==> src/rtl/kpn_fxp_addsub_pipe.sv <==
// Decimal-fraction fixed-point add/subtract actor: one compute stage feeding a FWFT output FIFO.
// Optional build macro KPN_ADDSUB_SAT_EN saturates overflowed results instead of wrapping.
module kpn_fxp_addsub_pipe #(
    parameter int INT_W     = 12,
    parameter int FRAC_W    = 4,
    parameter int FRAC_BASE = 10,
    parameter int DEPTH     = 4
) (
    input  logic                       clk,
    input  logic                       reset,
    input  logic [INT_W+FRAC_W-1:0]    in_a_data,
    input  logic                       in_a_valid,
    output logic                       in_a_rd,
    input  logic [INT_W+FRAC_W-1:0]    in_b_data,
    input  logic                       in_b_valid,
    output logic                       in_b_rd,
    input  logic                       op,
    output logic [INT_W+FRAC_W-1:0]    out_data,
    output logic                       out_valid,
    input  logic                       out_ready,
    output logic                       out_ovf,
    output logic                       out_err,
    output logic [$clog2(DEPTH+1)-1:0] fifo_count
);
    localparam int W  = INT_W + FRAC_W;
    localparam int CW = $clog2(DEPTH + 1);
    localparam int PW = (DEPTH > 1) ? $clog2(DEPTH) : 1;
    localparam logic [FRAC_W+1:0] FB = (FRAC_W + 2)'(FRAC_BASE);

    logic [FRAC_W-1:0] fa, fb;
    logic [FRAC_W+1:0] fsum, fadj;
    logic [INT_W+1:0]  ia, ib, isum;
    logic              cy, ill, ovf_c;
    logic [W-1:0]      res_c;

    logic              s1_valid, s1_ovf, s1_err;
    logic [W-1:0]      s1_data;

    logic [W+1:0]      mem [DEPTH];
    logic [PW-1:0]     rd_ptr, wr_ptr;
    logic [CW-1:0]     count;
    logic [CW:0]       occ;
    logic              push, pop, fire;
    logic [W+1:0]      head;

    always_comb begin
        fa   = in_a_data[FRAC_W-1:0];
        fb   = in_b_data[FRAC_W-1:0];
        ia   = {{2{in_a_data[W-1]}}, in_a_data[W-1:FRAC_W]};
        ib   = {{2{in_b_data[W-1]}}, in_b_data[W-1:FRAC_W]};
        ill  = ({2'b00, fa} >= FB) || ({2'b00, fb} >= FB);
        if (op) begin
            fsum = {2'b00, fa} + {2'b00, fb};
            cy   = (fsum >= FB);
            fadj = cy ? fsum - FB : fsum;
            isum = ia + ib + {{(INT_W + 1){1'b0}}, cy};
        end else begin
            fsum = {2'b00, fa} - {2'b00, fb};
            cy   = fsum[FRAC_W+1];
            fadj = cy ? fsum + FB : fsum;
            isum = ia - ib - {{(INT_W + 1){1'b0}}, cy};
        end
        // Result fits when the two guard bits match the INT_W sign bit.
        ovf_c = !((isum[INT_W+1:INT_W-1] == 3'b000) ||
                  (isum[INT_W+1:INT_W-1] == 3'b111));
        res_c = {isum[INT_W-1:0], fadj[FRAC_W-1:0]};
`ifdef KPN_ADDSUB_SAT_EN
        if (ovf_c) begin
            res_c = isum[INT_W+1]
                  ? {1'b1, {(INT_W - 1){1'b0}}, {FRAC_W{1'b0}}}
                  : {1'b0, {(INT_W - 1){1'b1}}, FRAC_W'(FRAC_BASE - 1)};
        end
`endif
        if (ill) begin
            res_c = '0;
            ovf_c = 1'b0;
        end
    end

    // occ counts every token in flight; s1 always drains into the FIFO next cycle.
    assign occ     = {1'b0, count} + {{CW{1'b0}}, s1_valid};
    assign out_valid = (count != '0);
    assign pop     = out_valid & out_ready;
    assign push    = s1_valid;
    assign fire    = !reset & in_a_valid & in_b_valid &
                     ((occ < (CW + 1)'(DEPTH)) | pop);
    assign in_a_rd = fire;
    assign in_b_rd = fire;

    always_ff @(posedge clk) begin
        if (reset) begin
            s1_valid <= 1'b0;
            s1_data  <= '0;
            s1_ovf   <= 1'b0;
            s1_err   <= 1'b0;
        end else begin
            s1_valid <= fire;
            if (fire) begin
                s1_data <= res_c;
                s1_ovf  <= ovf_c;
                s1_err  <= ill;
            end
        end
    end

    function automatic logic [PW-1:0] nxt(input logic [PW-1:0] p);
        return (p == PW'(DEPTH - 1)) ? '0 : p + 1'b1;
    endfunction

    always_ff @(posedge clk) begin
        if (push) mem[wr_ptr] <= {s1_err, s1_ovf, s1_data};
    end

    always_ff @(posedge clk) begin
        if (reset) begin
            rd_ptr <= '0;
            wr_ptr <= '0;
            count  <= '0;
        end else begin
            if (push) wr_ptr <= nxt(wr_ptr);
            if (pop)  rd_ptr <= nxt(rd_ptr);
            unique case (1'b1)
                (push && !pop): count <= count + 1'b1;
                (pop && !push): count <= count - 1'b1;
                default:        count <= count;
            endcase
        end
    end

    assign head       = mem[rd_ptr];
    assign out_data   = out_valid ? head[W-1:0] : '0;
    assign out_ovf    = out_valid & head[W];
    assign out_err    = out_valid & head[W+1];
    assign fifo_count = count;
endmodule
==> config.mk <==
export PLATFORM = sky130hd
export DESIGN_NAME = kpn_fxp_addsub_pipe
export DESIGN_NICKNAME = d
export VERILOG_FILES = /design/src/rtl/kpn_fxp_addsub_pipe.sv
export SDC_FILE = /design/constraint.sdc
export NUM_CORES = 1
export LEC_CHECK = 0
export CAP_MARGIN = 20
export CELL_PAD_IN_SITES_DETAIL_PLACEMENT = 0
export CELL_PAD_IN_SITES_GLOBAL_PLACEMENT = 1
export CORE_ASPECT_RATIO = 0.75
export CORE_MARGIN = 8
export CORE_UTILIZATION = 56
export DETAILED_ROUTE_END_ITERATION = 10
export DONT_BUFFER_PORTS = 1
export GPL_ROUTABILITY_DRIVEN = 0
export PLACE_DENSITY_LB_ADDON = 0.1
export SETUP_SLACK_MARGIN = 0.5
export SYNTH_ARGS = -nofsm -noshare
export SYNTH_HDL_FRONTEND = slang
export SYNTH_SLANG_ARGS = --single-unit
==> constraint.sdc <==
create_clock -name clk -period 11 [get_ports clk]
set_input_delay 2.2 -clock clk [delete_from_list [all_inputs] [get_ports clk]]
set_output_delay 2.2 -clock clk [all_outputs]
set_load 0.005 [all_outputs]
---- Yosys cells after proc, flatten, opt, wreduce, memory -nomap -nowiden ----
Memory sizes are Yosys's and may differ from the RTL's. A register that Yosys moved wholly into a read port is not among the register bits.
Index checks and enable logic that the tools add are counted.
word-level totals
  memories kept ........................... 1
  bits in writable memories ............... 72
  flip-flop bits (word level) ............. 26
  logic and storage cells ................. 60
operators by class
  bitwise gates (word level) .............. 7
  add/sub/neg operators ................... 13
  $lt $le $gt $ge ......................... 4
  eq/ne operators ......................... 3
  mux-type cells .......................... 14
  reduce and logical (&&, ||, !) cells .... 11
memory list
  name  words  width  rd ports  clocked after memory_dff  write ports  line  RTL
  mem   4      18     1         1                         1            39    logic [W+1:0] mem [DEPTH];
operator list
  cell                 number
  $mux 16              2
  $add 13x2->14        1
  $mux 14              1
  $sub 13x2->14        1
  $add 12x12->13       1
  $sub 12x12->13       1
  $mux 4               3
  $ge 4x4->1 const B   2
  $mux 2               4
  $and 1x1->1          6
  $pmux 3 s2           1
  $add 4x4->5          1
  $ge 5x4->1 const B   1
  $sub 4x4->5          1
  $add 2x1->2 const B  2
  $add 3x1->4          1
  $add 4x4->4 const B  1
  $eq 2x2->1 const B   2
  $logic_not 1->1      4
  $lt 4x3->1 const B   1
  $sub 4x4->4 const B  1
  $add 3x1->3 const B  1
  $eq 3x3->1 const B   1
  $logic_not 3->1      1
  other kinds (7)      11

---- Logic depth before layout (Yosys ltp) ----
Gate-level depths: netlist of run 1.
  depth after elaboration ................. 8
  depth in mapped cells ................... 18
  depth with buffers taken out ............ 18

---- Worst setup path after synthesis of run 1 ----
No wires, ideal clock.
  kind .................................... input-to-reg
  from .................................... input in_a_data[0]
  to ...................................... register s1_ovf
  library setup time ...................... 0.126 ns
  arrival time ............................ 5.646 ns
  data required time ...................... 10.874 ns
  path slack .............................. 5.228 ns
  stages on the path ...................... 16
  path through ............................ inv_1 ha_1 inv_1 fa_1 a21o_1 a21o_1 fa_1 fa_1 nand2b_1 a31oi_1 o31ai_1 o31ai_1 nor4b_1 a2111o_1 a2111oi_2 o31ai_1
between the ends
  word-level cells in the longest chain between the ends .. 8
  elaborated cells on any way between the ends .. 13
  classes of those cells .................. add/sub (4); order compare (2); eq/ne (1); mux (2); reduce/logical (4)
RTL lines
  element                                        line    RTL
  start, declared                                11      input logic [INT_W+FRAC_W-1:0] in_a_data,
  $add 4x4->5                                    53      fsum = {2'b00, fa} + {2'b00, fb};
  $ge 5x4->1                                     54      cy = (fsum >= FB);
  $add 13x2->14                                  56      isum = ia + ib + {{(INT_W + 1){1'b0}}, cy};
  $mux 14                                        52      if (op) begin
  $eq 3x3->1 or $logic_not 3->1 (tied branches)  65, 64
  $logic_or 1x1->1                               64      ovf_c = !((isum[INT_W+1:INT_W-1] == 3'b000) ||
  $logic_not 1->1                                64
  $mux 1 (*)                                     74      if (ill) begin
  end signal, assigned                           100     s1_ovf <= ovf_c;
  end, declared                                  36      logic s1_valid, s1_ovf, s1_err;
Every way passes the cells marked *; elsewhere a longest branch is shown, timed or not.
A chain may end at the register's enable or synchronous reset.

---- Worst setup path after layout of run 1 ----
Ends and elaborated chain as after synthesis.

==> results of run 1 <==
[cells in the mapped netlist (2+ instances only)]
library cell and number:
a2111oi_0 2, mux2i_1 6, a2bb2oi_1 2, and2_1 22, a21o_1 6, o21ai_0 12
o211ai_1 4, nor3_1 7, o21bai_1 4, a22oi_1 2, a31oi_1 4, nand2_1 23
o31ai_1 4, ha_1 50, o41ai_1 2, a2111o_1 2, nand3_1 4, nor2b_1 5
nor2_1 33, nor4_1 3, edfxtp_1 72, xor2_1 8, a211oi_1 2, or3b_2 2
a21oi_1 28, dfxtp_1 28, fa_1 7, a211o_1 3, nand3b_1 2, o221ai_2 2
nand2b_1 4, xnor2_1 17, a22o_1 2, mux4_2 18, inv_1 58, or3_1 7
clkbuf_1 11, buf_1 3
[path summary, 6_finish.rpt]
kind	slack [ns]	endpoint	cells past startpoint	start
max	5.17	s1_ovf	16	in_a_data[0]
min	0.50	s1_data[8]	2	s1_data[8]
max reg2reg	8.40	fifo_count[2]	9	fifo_count[0]
min reg2reg	0.50	s1_data[8]	2	s1_data[8]
[worst min-delay path, stage by stage (launching register included)]
cell and delay [ns]:
dfxtp_1 0.34, nand2_1 0.06, a21oi_1 0.05
[stage by stage]
stage	hold slack [ns]	cell area (µm²)	setup slack, ns	instances	power [W]
2_1_floorplan	0.459	5750	5.23	491	0.000641
3_3_place_gp	0.479	5870	4.91	613	0.000685
3_5_place_dp	0.485	5870	4.78	613	0.000689
4_1_cts	0.494	6150	5.15	629	0.000980
5_1_grt	0.510	6150	4.89	629	0.00102
6_report	0.499	6150	5.17	629	0.000972
[metal layers]
metal  part of all wire [%]  GRT usage (%)  vias up  wire [µm]
li1                       -              -     1765          -
met1                     48           22.5     1703       5390
met2                     44           25.1       80       4890
met3                    7.2           5.69        6        808
met4                   0.71           3.56        0         79
met5                      0              0        -          0
[report_power, final]
part | total [W] | switching, W | internal [W]
sequential | 0.000427 | 0.0000129 | 0.000414
combinational | 0.000251 | 0.000137 | 0.000114
clock | 0.000294 | 0.000127 | 0.000167
[cell type report]
cell class                      count  area share (%)
Sequential cell                   100            44.3
Clock inverter                      3           0.325
Inverter                           59            3.60
Multi-Input combinational cell    316            44.5
Timing Repair Buffer                2           0.244
Clock buffer                       13            4.25
Tap cell                          136            2.77
[kinds of logic (layout without fill, tap and decap cells)]
| logic type | after synthesis | after routing | synth area share, % |
|---|---|---|---|
| AO/OA/AOI/OAI | 94 | 94 | 11.8 |
| XOR/XNOR | 25 | 25 | 3.81 |
| adder cells (fa/ha/maj) | 57 | 57 | 13.3 |
| buffers and inverters | 75 | 77 | 4.98 |
| flip-flops | 100 | 100 | 47.4 |
| multiplexers | 26 | 26 | 8.49 |
| AND/OR/NAND/NOR | 114 | 114 | 10.2 |
[flip-flops by register name, summed over array words and instances (netlist names), named ones only]
name / flops
s1_data: 16
s1_ovf: 1
mem: 72
wr_ptr: 2
s1_err: 1
fifo_count: 3
push: 1
rd_ptr: 2
[placed cells by master (no fill, tap or decap), types with 5 or more instances in the layout]
cell type and count:
xor2_1 8, nor3_1 7, mux4_2 18, nand2_1 23, a21o_1 6, nor2b_1 5, and2_1 22, ha_1 50
edfxtp_1 72, o21ai_0 11, mux2i_1 6, dfxtp_1 28, nor2_1 33, xnor2_1 17, inv_1 58, clkbuf_16 10
fa_1 7, a21oi_1 28, or3_1 7
==> run_results.csv, run 1 <==
group,metric,value,unit
status,status,"finished clean",
floorplanning,ioPinCount,62,
clock_network,cts_resized,0,
route,wire_per_inst,17.8,µm
grt,grt.total_usage,16.6,%
timing,rsz0062_at_grt,"no",
clock_network,clk_pin_slew,0.06,ns
timing,tns,0,ns
setup_path,critical_path_class,"in2reg",
clock_network,post_cts_buffers,0,
grt,grt_max_degree,38,
grt,antenna_found_initial,0,
timing,worst_slew_pin_slew,1.00,ns
clock_network,hold_buffers,0,
clock_network,clockBufferDepth,2,
floorplanning,die_area,13800,µm²
floorplanning,core-area,10100,µm²
timing,skew,0.00863,ns
setup_path,cpMaxStageDelayCell,"fa_1",
logic_synthesis,synthFlopType,"edfxtp_1",
route,vias_per_cell,5.65,
clock_network,cts_buffers,9,
route,drc_errors,0,
finish,drive_above_1_share,9.33,%
clock_network,root_buffer,"clkbuf_16",
logic_synthesis,synth-async-reset-ratio,0,%
logic_synthesis,ys_ff_latch,100,
logic_synthesis,ys_seq_area_share,47.4,%
setup_path,cpPeakStageDelay,0.43,ns
timing,max_freq,171,MHz
setup_path,path_buf_inv,2,
logic_synthesis,synth-edff-count,72,
run,maxCapViolCount,0,
finish,syn2layout_area_growth,6.99,%
floorplanning,num_rows,32,
route,drt_iter0_drc,202,
finish,fill_cells,836,
clock_network,tritoncts,"built",
logic_synthesis,synth_area,5750,µm²
setup_path,cp_max_fo,4,
pwr,vdd_drop_max,0.000121,V
finish,register_area,2720,µm²
logic_synthesis,syn_avg_cell_area,11.7,µm²
finish,final_nets,583,
logic_synthesis,synthDistinctLibCells,58,
route,postRouteAntennaNets,0,
timing,post-route-min-period,5.83,ns
floorplanning,initial_core_util,56.8,%
placed_design,hpwl,8360,µm
setup_path,cp.arrival,6.06,ns
finish,fin_util,60.7,%
setup_path,cp.required,11.23,ns
route,vias,3554,
timing,finalHoldViolCount,0,
setup_path,crit_family,"compound AO/OA/AOI/OAI gates",
logic_synthesis,synth_area_leaders,"edfxtp_1, ha_1, dfxtp_1, mux4_2, inv_1",
finish,n_antenna_cell,0,
timing,slew_violations,0,
setup_path,critPathCaptureType,"flip-flop",
logic_synthesis,syn_nets,586,
grt,grt_pass1_vias,3623,
clock_network,cts_max_level,3,
grt,grt_overflow,0,
placed_design,numPortBuffers,0,
route,detail_route.first_pass.iterations,4,
setup_path,worstSetupStartpointType,"primary input",
timing,finalSetupViolCount,0,
grt,grt_pass1_wl,18200,µm
logic_synthesis,ys.warnings.count,0,
route,wl,11200,µm
setup_path,cp_cell_sequence,"inv_1 > ha_1 > inv_1 > fa_1 > a21o_1 > a21o_1 > fa_1 > fa_1 > nand2b_1 > a31oi_1 > o31ai_1 > o31ai_1 > nor4b_1 > a2111o_1 > a2111oi_2 > o31ai_1",
pwr,powerDensity,158,nW/µm²
worst_hold_path,hold_path.class,"reg2reg",
logic_synthesis,synth_top_cell_by_area,"edfxtp_1",
finish,multi_input_area,2740,µm²
logic_synthesis,synth.top_cell.area_share,37.6,%
floorplanning,die_y,104,µm
clock_network,clkLatencyLatePin,0.34,ns
logic_synthesis,syn_inst,491,
clock_network,cts.sink_count,100,
timing,period_share,53.0,%
timing,relSlewSlack,33.3,%
floorplanning,die_width,133,µm
pwr,power_leakage,2.35,nW
Power figures use the tool's default switching activity.
==> run 2, diff against run 1 <==
--- a/config.mk
+++ b/config.mk
@@ -10,7 +10,7 @@
 export CELL_PAD_IN_SITES_GLOBAL_PLACEMENT = 1
 export CORE_ASPECT_RATIO = 0.75
 export CORE_MARGIN = 8
-export CORE_UTILIZATION = 56
+export CORE_UTILIZATION = 52
 export DETAILED_ROUTE_END_ITERATION = 10
 export DONT_BUFFER_PORTS = 1
 export GPL_ROUTABILITY_DRIVEN = 0
==> constraint.sdc (replaced) <==
create_clock -name clk -period 5.7 [get_ports clk]
set_input_delay 1.14 -clock clk [delete_from_list [all_inputs] [get_ports clk]]
set_output_delay 1.14 -clock clk [all_outputs]
set_load 0.005 [all_outputs]
==> run_results.csv, run 2 (synthesized netlist as in run 1, its figures left out) <==
group,metric,value,unit
floorplanning,die_width,137,µm
route,wl,11300,µm
finish,drive_above_1_share,9.94,%
setup_path,cp_max_fo,4,
route,wire_per_inst,17.8,µm
setup_path,cp.arrival,5.05,ns
placed_design,hpwl,8460,µm
timing,slew_violations,0,
grt,grt_pass1_wl,18100,µm
worst_hold_path,hold_path.class,"reg2reg",
pwr,vdd_drop_max,0.000188,V
finish,syn2layout_area_growth,7.18,%
clock_network,tritoncts,"built",
status,status,"finished clean",
placed_design,numPortBuffers,0,
setup_path,cpPeakStageDelay,0.44,ns
setup_path,crit_end,"s1_ovf",
clock_network,post_cts_buffers,0,
finish,final_cell_mix,"edfxtp_1, inv_1, ha_1",
clock_network,cts_buffers,9,
floorplanning,ioPinCount,62,
timing,max_freq,207,MHz
route,detail_route.first_pass.iterations,4,
timing,post-route-min-period,4.83,ns
setup_path,worstRegToRegCells,9,
setup_path,r2r_end,"fifo_count[2]",
timing,skew,0.00753,ns
clock_network,hold_buffers,0,
setup_path,critPathLaunch,"in_a_data[0]",
clock_network,clk_pin_slew,0.07,ns
timing,period_share,84.8,%
floorplanning,die_y,107,µm
route,vias,3566,
clock_network,cts.sink_count,100,
timing,relSlewSlack,33.3,%
setup_path,cp_cell_sequence,"inv_1 > ha_1 > inv_1 > fa_1 > a21o_1 > a21o_1 > fa_1 > fa_1 > nand2b_1 > a31oi_1 > o31ai_1 > o31ai_1 > nor4b_1 > a2111o_1 > a2111oi_2 > o31ai_1",
setup_path,crit_family,"compound AO/OA/AOI/OAI gates",
floorplanning,core-area,10900,µm²
route,drc_errors,0,
clock_network,clkLatencyLatePin,0.34,ns
finish,final_common_cell,"edfxtp_1",
pwr,powerDensity,307,nW/µm²
finish,largest_reg_flops,72,
grt,grt_max_degree,38,
finish,fin_util,56.7,%
route,postRouteAntennaNets,0,
route,drt_iter0_drc,205,
timing,tns,0,ns
setup_path,worstReg2RegStart,"fifo_count[0]",
clock_network,root_buffer,"clkbuf_16",
floorplanning,num_rows,33,
run,maxCapViolCount,0,
timing,worst_slew_pin_slew,1.00,ns
clock_network,cts_resized,0,
grt,antenna_found_initial,0,
grt,grt_overflow,0,
timing,finalSetupViolCount,0,
floorplanning,die_area,14700,µm²
finish,regMostFlops,"mem",
setup_path,path_buf_inv,2,
grt,grt.total_usage,15.8,%
floorplanning,initial_core_util,52.9,%
setup_path,cp.required,5.92,ns
setup_path,worstSetupStartpointType,"primary input",
pwr,power_leakage,2.36,nW
timing,finalHoldViolCount,0,
clock_network,clockBufferDepth,2,
clock_network,cts_max_level,3,
setup_path,critPathCaptureType,"flip-flop",
worst_hold_path,hp-start,"s1_data[10]",
setup_path,r2r_setup_slack,3.13,ns
setup_path,cpMaxStageDelayCell,"fa_1",
timing,rsz0062_at_grt,"no",
finish,n_antenna_cell,0,
grt,grt_pass1_vias,3533,
setup_path,cp.depth,16,
route,vias_per_cell,5.63,
finish,final_nets,583,
setup_path,critical_path_class,"in2reg",
[run 2: cell count changes in the layout (fill, tap and decap cells not counted)]
cell,before,now
clkbuf_1,3,0
clkbuf_16,10,9
inv_8,0,1
clkinv_2,1,0
inv_6,0,5
clkinvlp_4,2,1
[run 2: cell type report]
class / count / area (µm²)
Clock buffer: 9 / 225
Timing Repair Buffer: 2 / 15.0
Inverter: 59 / 221
Clock inverter: 7 / 62.6
Sequential cell: 100 / 2720
Tap cell: 140 / 175
Multi-Input combinational cell: 316 / 2740
Fill cell: 918 / 4700
[run 2: metal layers]
metal / vias to the layer above / global-route usage, % / wire length [µm]
li1: 1759 / - / -
met1: 1719 / 22.1 / 5470
met2: 81 / 23.6 / 4950
met3: 7 / 4.77 / 801
met4: 0 / 3.25 / 65
met5: - / 0 / 0
[run 2: worst min path at each step]
stage | end | slack, ns | depth (start not counted)
after floorplan | s1_data[3] | 0.46 | 2
after global placement | s1_data[10] | 0.48 | 2
after detailed placement | s1_data[10] | 0.49 | 2
after CTS | s1_data[10] | 0.51 | 2
after global routing | mem[0][10] | 0.53 | 0
final | s1_data[10] | 0.50 | 2
[run 2: per-stage QoR]
| stage | total power [W] | setup WS (ns) | hold slack, ns | instance area [µm²] | instances |
|---|---|---|---|---|---|
| final | 0.00189 | 0.867 | 0.504 | 6160 | 633 |
| after global routing | 0.00200 | 0.604 | 0.532 | 6160 | 633 |
| after CTS | 0.00192 | 0.855 | 0.505 | 6160 | 633 |
| after detailed placement | 0.00134 | 0.484 | 0.495 | 5870 | 617 |
| after global placement | 0.00132 | 0.665 | 0.477 | 5870 | 617 |
| after floorplan | 0.00124 | 0.988 | 0.459 | 5750 | 491 |
[run 2: worst reg2reg max path: stages (launching register included)]
cell     delay (ns)
dfxtp_1        0.43
or3_1          0.53
nand2_1        0.23
inv_1          0.10
ha_1           0.18
inv_1          0.06
fa_1           0.38
xor2_1         0.16
or3_1          0.30
a21oi_1        0.14
[run 2: report_power, final]
group	switching [W]	internal, W	total (W)
combinational	0.000266	0.000221	0.000488
sequential	0.0000244	0.000799	0.000824
clock	0.000274	0.000307	0.000581
